--- config.mk ---
export PLATFORM = sky130hd
export DESIGN_NAME = lfsr_stim_sequencer
export DESIGN_NICKNAME = d
export VERILOG_FILES = /design/src/rtl/lfsr_pkg.sv /design/src/rtl/lfsr_digit_step.sv /design/src/rtl/lfsr_stim_sequencer.sv
export SDC_FILE = /design/constraint.sdc
export NUM_CORES = 1
export LEC_CHECK = 0
export ABC_AREA = 1
export BUFFER_PORTS_ARGS = -buffer_cell sky130_fd_sc_hd__buf_2
export CAP_MARGIN = 20
export CELL_PAD_IN_SITES_DETAIL_PLACEMENT = 1
export CELL_PAD_IN_SITES_GLOBAL_PLACEMENT = 1
export CORE_MARGIN = 8
export CORE_UTILIZATION = 43
export DETAILED_ROUTE_END_ITERATION = 6
export GPL_TIMING_DRIVEN = 0
export PLACE_DENSITY_LB_ADDON = 0.1
export SLEW_MARGIN = 20
export SYNTH_ARGS = -nofsm -noshare
export SYNTH_HDL_FRONTEND = slang
export SYNTH_HIERARCHICAL = 1
export SYNTH_SLANG_ARGS = --single-unit
--- constraint.sdc ---
create_clock -name clk -period 2.1 [get_ports clk]
set_input_delay 0.21 -clock clk [delete_from_list [all_inputs] [get_ports clk]]
set_output_delay 0.21 -clock clk [all_outputs]
set_load 0.02 [all_outputs]
--- src/rtl/lfsr_pkg.sv ---
// rtl/lfsr_pkg.sv - shared types and constants for the LFSR stimulus sequencer
//
// Contents:
//   seq_state_e   sequencer FSM states (IDLE, RUN, DONE)
//   LFSR_TAPS_32  default Fibonacci tap mask for a 32-bit lane (taps 32,22,2,1)
//   nonzero_32    maps an all-zero lane value to 1 so a lane can never lock up

package lfsr_pkg;

    typedef enum logic [1:0] {
        IDLE = 2'd0,
        RUN  = 2'd1,
        DONE = 2'd2
    } seq_state_e;

    // Bit i set means state[i] feeds the XOR.
    localparam logic [31:0] LFSR_TAPS_32 = 32'h8020_0003;

    // An all-zero Fibonacci LFSR stays at zero forever.
    function automatic logic [31:0] nonzero_32(input logic [31:0] v);
        return (v == 32'd0) ? 32'd1 : v;
    endfunction

endpackage

--- src/rtl/lfsr_digit_step.sv ---
// rtl/lfsr_digit_step.sv - advances one Fibonacci LFSR lane by one digit
//
// Purely combinational: applies RADIX_BITS consecutive single-bit steps in one
// cycle. Each step shifts left and inserts the parity of the tapped bits.
//
// Ports:
//   state_in   in   LFSR_SIZE   current lane state
//   state_out  out  LFSR_SIZE   lane state after RADIX_BITS steps

module lfsr_digit_step
    import lfsr_pkg::*;
#(
    parameter int                   LFSR_SIZE  = 32,
    parameter int                   RADIX_BITS = 3,
    parameter logic [LFSR_SIZE-1:0] LFSR_TAPS  = LFSR_TAPS_32
) (
    input  logic [LFSR_SIZE-1:0] state_in,
    output logic [LFSR_SIZE-1:0] state_out
);

    always_comb begin
        logic [LFSR_SIZE-1:0] s;
        s = state_in;
        for (int i = 0; i < RADIX_BITS; i++) begin
            s = {s[LFSR_SIZE-2:0], ^(s & LFSR_TAPS)};
        end
        state_out = s;
    end

endmodule

--- src/rtl/lfsr_stim_sequencer.sv ---
// rtl/lfsr_stim_sequencer.sv - frame sequencer emitting paired LFSR operand digits
//
// Owns two LFSR lanes (X, Y) and streams their low RADIX_BITS bits as digit
// pairs, MSD first, NO_OF_DIGITS per frame, for num_frames frames per run.
// Lanes advance only on an accepted digit, so stalls never skip stimulus and
// consecutive runs continue the same pseudo-random sequence.
//
// Ports:
//   clk         in   1             clock, rising edge
//   reset       in   1             asynchronous active-low reset
//   start       in   1             begin a run (IDLE only)
//   num_frames  in   FRAME_CNT_W   frames in the run, sampled with start
//   stop        in   1             abort the current run (RUN only)
//   seed_load   in   1             load seed / ~seed into X / Y lanes (IDLE only)
//   seed        in   LFSR_SIZE     seed value
//   busy        out  1             run in progress
//   done        out  1             one-cycle pulse on normal completion
//   dig_valid   out  1             digit pair available
//   dig_ready   in   1             consumer accepts digit pair
//   dig_x       out  RADIX_BITS    X operand digit
//   dig_y       out  RADIX_BITS    Y operand digit
//   dig_first   out  1             digit is the MSD of its frame
//   dig_last    out  1             digit is the LSD of its frame
//   frame_idx   out  FRAME_CNT_W   0-based index of the current frame

module lfsr_stim_sequencer
    import lfsr_pkg::*;
#(
    parameter int                   NO_OF_DIGITS = 8,
    parameter int                   RADIX_BITS   = 3,
    parameter int                   LFSR_SIZE    = 32,
    parameter logic [LFSR_SIZE-1:0] LFSR_TAPS    = LFSR_TAPS_32,
    parameter int                   INIT_OFFSET  = 0,
    parameter int                   FRAME_CNT_W  = 16
) (
    input  logic                   clk,
    input  logic                   reset,
    input  logic                   start,
    input  logic [FRAME_CNT_W-1:0] num_frames,
    input  logic                   stop,
    input  logic                   seed_load,
    input  logic [LFSR_SIZE-1:0]   seed,
    output logic                   busy,
    output logic                   done,
    output logic                   dig_valid,
    input  logic                   dig_ready,
    output logic [RADIX_BITS-1:0]  dig_x,
    output logic [RADIX_BITS-1:0]  dig_y,
    output logic                   dig_first,
    output logic                   dig_last,
    output logic [FRAME_CNT_W-1:0] frame_idx
);

    localparam logic [1:0] ST_IDLE = 2'(IDLE);
    localparam logic [1:0] ST_RUN  = 2'(RUN);
    localparam logic [1:0] ST_DONE = 2'(DONE);

    localparam int CNT_W = (NO_OF_DIGITS > 1) ? $clog2(NO_OF_DIGITS) : 1;

    localparam logic [LFSR_SIZE-1:0] X_PRESET  = LFSR_SIZE'(INIT_OFFSET + 1);
    localparam logic [LFSR_SIZE-1:0] Y_PRESET  = LFSR_SIZE'(INIT_OFFSET + 2);
    localparam logic [CNT_W-1:0]     LAST_DIG  = CNT_W'(NO_OF_DIGITS - 1);
    localparam logic [LFSR_SIZE-1:0] LANE_ONE  = LFSR_SIZE'(1);

    logic [1:0]             state;
    logic [LFSR_SIZE-1:0]   lfsr_x;
    logic [LFSR_SIZE-1:0]   lfsr_y;
    logic [LFSR_SIZE-1:0]   lfsr_x_adv;
    logic [LFSR_SIZE-1:0]   lfsr_y_adv;
    logic [LFSR_SIZE-1:0]   seed_x;
    logic [LFSR_SIZE-1:0]   seed_y;
    logic [CNT_W-1:0]       digit_cnt;
    logic [FRAME_CNT_W-1:0] frame_cnt;
    logic [FRAME_CNT_W-1:0] frames_q;

    logic in_idle;
    logic in_run;
    logic xfer;
    logic last_digit;
    logic last_frame;

    lfsr_digit_step #(
        .LFSR_SIZE  (LFSR_SIZE),
        .RADIX_BITS (RADIX_BITS),
        .LFSR_TAPS  (LFSR_TAPS)
    ) u_step_x (
        .state_in  (lfsr_x),
        .state_out (lfsr_x_adv)
    );

    lfsr_digit_step #(
        .LFSR_SIZE  (LFSR_SIZE),
        .RADIX_BITS (RADIX_BITS),
        .LFSR_TAPS  (LFSR_TAPS)
    ) u_step_y (
        .state_in  (lfsr_y),
        .state_out (lfsr_y_adv)
    );

    assign in_idle = (state == ST_IDLE);
    assign in_run  = (state == ST_RUN);

    // stop wins over a same-cycle handshake: the offered digit stays unconsumed.
    assign xfer       = in_run && dig_ready && !stop;
    assign last_digit = (digit_cnt == LAST_DIG);
    assign last_frame = (frame_cnt == frames_q - FRAME_CNT_W'(1));

    // A zero seed (or all-ones seed on the inverted Y lane) would lock a lane.
    assign seed_x = (seed  == '0) ? LANE_ONE : seed;
    assign seed_y = (~seed == '0) ? LANE_ONE : ~seed;

    // FSM
    always_ff @(posedge clk or negedge reset) begin
        if (!reset) begin
            state <= ST_IDLE;
        end else begin
            case (state)
                ST_IDLE: begin
                    if (start) begin
                        state <= (num_frames != '0) ? ST_RUN : ST_DONE;
                    end
                end
                ST_RUN: begin
                    if (stop) begin
                        state <= ST_IDLE;
                    end else if (xfer && last_digit && last_frame) begin
                        state <= ST_DONE;
                    end
                end
                ST_DONE: state <= ST_IDLE;
                default: state <= ST_IDLE;
            endcase
        end
    end

    // LFSR lanes: seeded in IDLE, advanced one digit per accepted transfer,
    // otherwise held so the next run picks up where the last one left off.
    always_ff @(posedge clk or negedge reset) begin
        if (!reset) begin
            lfsr_x <= X_PRESET;
            lfsr_y <= Y_PRESET;
        end else if (in_idle && seed_load) begin
            lfsr_x <= seed_x;
            lfsr_y <= seed_y;
        end else if (xfer) begin
            lfsr_x <= lfsr_x_adv;
            lfsr_y <= lfsr_y_adv;
        end
    end

    // Digit / frame counters, cleared only when a run is started.
    always_ff @(posedge clk or negedge reset) begin
        if (!reset) begin
            digit_cnt <= '0;
            frame_cnt <= '0;
            frames_q  <= '0;
        end else if (in_idle && start) begin
            digit_cnt <= '0;
            frame_cnt <= '0;
            frames_q  <= num_frames;
        end else if (xfer) begin
            if (last_digit) begin
                digit_cnt <= '0;
                frame_cnt <= frame_cnt + FRAME_CNT_W'(1);
            end else begin
                digit_cnt <= digit_cnt + CNT_W'(1);
            end
        end
    end

    // Outputs are decoded from registers only, so they are stable while stalled.
    assign busy      = in_run;
    assign done      = (state == ST_DONE);
    assign dig_valid = in_run;
    assign dig_x     = lfsr_x[RADIX_BITS-1:0];
    assign dig_y     = lfsr_y[RADIX_BITS-1:0];
    assign dig_first = in_run && (digit_cnt == '0);
    assign dig_last  = in_run && last_digit;
    assign frame_idx = frame_cnt;

endmodule
==> impl_metrics.env <==
export IMPL_status="completed"
export IMPL_die_h_um=135
export IMPL_path_cells="inv_1 -> nor3_1 -> nand2_2 -> nor2_4 -> nand2_2 -> nor2_4 -> nand2_1 -> nand2_1 -> inv_1 -> nor2_1"
export IMPL_io_buffers=80
export IMPL_initial_utilization_pct=43.9
export IMPL_wl_per_cell_um=17.6
export IMPL_fin_skew_ps=13.0
export IMPL_antenna_found_initial=0
export IMPL_grt_usage_pct=21.5
export IMPL_syn_inst=818
export IMPL_cts_made_buffers=9
export IMPL_clkTransAtPathRegs_ps=70
export IMPL_yosysWarnings=6
export IMPL_drv_slew=0
export IMPL_setup_violations=0
export IMPL_area_growth_pct=17.2
export IMPL_drc_errors=0
export IMPL_clockBufferDepth=2
export IMPL_setup_tns_ps=0
export IMPL_ys_types=33
export IMPL_hold_class="input pin to flip-flop"
export IMPL_critPathBufInv=2
export IMPL_final_antenna_net_count=0
export IMPL_switchingPower_mw=4.03
export IMPL_p_seq_share_pct=36.0
export IMPL_switching_share_pct=41.9
export IMPL_dieArea_mm2=0.0182
export IMPL_synth_area_mm2=0.00607
export IMPL_grt_remaining_overflow=0
export IMPL_placed_area_mm2=0.00673
export IMPL_drive_gt1_share_pct=22.9
export IMPL_powerDensity_mw_per_mm2=1350
export IMPL_cts_sinks=101
export IMPL_multi_input_area_mm2=0.00268
export IMPL_cp_slowest_cell="nor3_1"
export IMPL_via_per_inst=5.26
export IMPL_ys_ff_latch=101
export IMPL_max_freq_mhz=515
export IMPL_slew_headroom_pct=58.1
export IMPL_slowest_delay_ps=480
export IMPL_fp_coreArea_mm2=0.0138
export IMPL_pwr_share_clk_pct=17.7
export IMPL_dp_cells=1079
export IMPL_grt_max_degree=63
export IMPL_dr_pass1_iters=4
export IMPL_combPwrFrac_pct=46.4
export IMPL_die_w_um=135
export IMPL_p_int_mw=5.57
export IMPL_period_minus_slack_ps=1940
export IMPL_cp_max_fo=5
export IMPL_avgSynthCellArea_um2=7.43
export IMPL_stdcell_count=1100
export IMPL_wl_um=19300
export IMPL_cp_top_family="simple AND/OR/NAND/NOR gates"
export IMPL_gp_congestion=0.866
export IMPL_worstMarginPinSlew_ps=622
export IMPL_grt_pass1_vias=6276
export IMPL_n_fill_cell=1804
export IMPL_h_tree_depth=3
export IMPL_postLayoutCellArea_mm2=0.00712
export IMPL_dp_hpwl_um=14700
export IMPL_synth_nets=877
export IMPL_worstSkewPairLatency_ps=360
export IMPL_grt_pass1_wl_um=31300
export IMPL_start_kind="flip-flop"
export IMPL_seq_area_mm2=0.00253
export IMPL_cp_arrival_ps=2230
export IMPL_p_leak_nw=3.52
export IMPL_antenna_cells=0
export IMPL_cts_root_buf="clkbuf_16"
export IMPL_cap_violations=0
export IMPL_hold_viol=0
export IMPL_end_kind="flip-flop"
export IMPL_row_count=43
export IMPL_io_pins=81
export IMPL_nNetsFinal=974
export IMPL_max_vdd_ir_drop_uv=606
export IMPL_cts_tree="yes"
export IMPL_path_class="flip-flop to flip-flop"
export IMPL_vias=5788
export IMPL_yosysSeqAreaShare_pct=41.6
export IMPL_drt_initial_drc_count=268
export IMPL_cp_required_ps=2390
export IMPL_fin_crit_sh_pct=92.4
[cell type report]
type / instances / share of cell area (%)
flip-flops and latches: 101 / 35.5
clock buffers: 9 / 3.16
inverters: 86 / 4.54
clock inverters: 7 / 0.896
well taps: 180 / 3.16
multi-input cells: 541 / 37.6
plain buffers: 90 / 8.42
repair buffers: 86 / 6.66
[kinds of logic after synthesis]
kind of cell | share of synthesized area [%]
AND/OR/NAND/NOR | 27.0
buffers and inverters | 15.1
AO/OA/AOI/OAI | 12.6
flip-flops | 41.6
XOR/XNOR | 2.60
adder cells (fa/ha/maj) | 1.03
[registers in the layout, summed over array words and instances, names as in the netlist]
signal     count
lfsr_y        32
frames_q      16
state          2
lfsr_x        32
digit_cnt      3
frame_idx     16
[placed cells by master, fill, tap and decap left out, types with 19 or more instances in the layout]
cell type	netlist	routed
nand3_1	33	32
nand2_1	178	176
a21oi_1	34	34
dfrtp_1	99	99
inv_1	81	79
buf_4	68	72
o22ai_1	52	52
buf_2	3	81
o21ai_0	35	35
nor2_1	121	117
clkbuf_1	19	19
[final timing paths]
kind / from / endpoint / slack, ps / cells past startpoint
max: frame_idx[2] / frame_idx[13] / 160 / 10
min: seed[15] / lfsr_y[15] / 40 / 2
max reg2reg: frame_idx[2] / frame_idx[13] / 160 / 10
min reg2reg: frames_q[15] / frames_q[15] / 520 / 2
max in group asynchronous: reset / lfsr_y[1] / 1080 / 3
min in group asynchronous: reset / lfsr_x[11] / 330 / 2
[power groups by stage]
stage	combinational [mW]	clock, mW	sequential (mW)
floorplan	3.31	0	3.24
global placement	4.13	0	3.43
detailed placement	4.32	0	3.47
CTS	4.39	1.73	3.46
global route	4.97	1.79	3.56
finish	4.45	1.70	3.46
[through the flow]
stage | setup slack [ps] | total power [mW] | util [%] | hold WS [ps]
2_1_floorplan | 317 | 6.55 | - | -85.6
5_1_grt | -13.1 | 10.3 | 51.5 | 44.8
3_3_place_gp | -363 | 7.57 | 48.5 | 418
3_5_place_dp | -106 | 7.79 | 48.7 | 146
6_report | 160 | 9.60 | 51.5 | 41.9
4_1_cts | 8.92 | 9.58 | 51.0 | 32.2
[cell usage after synthesis]
| cell type | instances | area share, % |
|---|---|---|
| or3_1 | 1 | 0.10 |
| nor3_1 | 6 | 0.49 |
| o31ai_1 | 1 | 0.12 |
| a21oi_1 | 34 | 2.8 |
| inv_1 | 81 | 5.0 |
| o22ai_1 | 52 | 5.4 |
| dfrtp_1 | 99 | 41 |
| ha_1 | 5 | 1.0 |
| xor2_1 | 13 | 1.9 |
| dfstp_2 | 2 | 0.87 |
| inv_2 | 5 | 0.31 |
| nand4_1 | 16 | 1.6 |
| a211oi_1 | 1 | 0.12 |
| a31oi_1 | 2 | 0.21 |
| and2_1 | 1 | 0.10 |
| nand2_2 | 10 | 1.0 |
| o21ai_0 | 35 | 2.9 |
| buf_4 | 68 | 8.4 |
| or2_2 | 2 | 0.21 |
| nand3_1 | 33 | 2.7 |
| nand2_1 | 178 | 11 |
| a221o_1 | 1 | 0.16 |
| o221a_2 | 2 | 0.37 |
| nor2_4 | 3 | 0.56 |
| xnor2_1 | 5 | 0.72 |
| o21ai_4 | 1 | 0.27 |
| nand3b_1 | 1 | 0.12 |
| a22o_1 | 2 | 0.29 |
| nor4_1 | 12 | 1.2 |
| nor2_2 | 3 | 0.31 |
| clkbuf_1 | 19 | 1.2 |
| buf_2 | 3 | 0.25 |
| nor2_1 | 121 | 7.5 |
[routing by layer]
metal  part of all wire (%)  routed length (um)  vias to the layer above  GRT usage [%]
li1                       -                   -                     2794              -
met1                     41                7920                     2860           23.8
met2                     53               10300                      108           40.1
met3                    3.3                 635                       26           3.71
met4                    2.6                 506                        0           7.92
met5                      0                   0                        -              0
[timing repair]
action                                 CTS  global route
setup buffers                            1             3
endpoints found under the hold margin   38             0
gates resized for setup                  4            12
setup endpoints to repair                7            35
pin swaps                                2             4
hold buffers                             1             0
No activity file was read; power rests on OpenSTA's default activity.
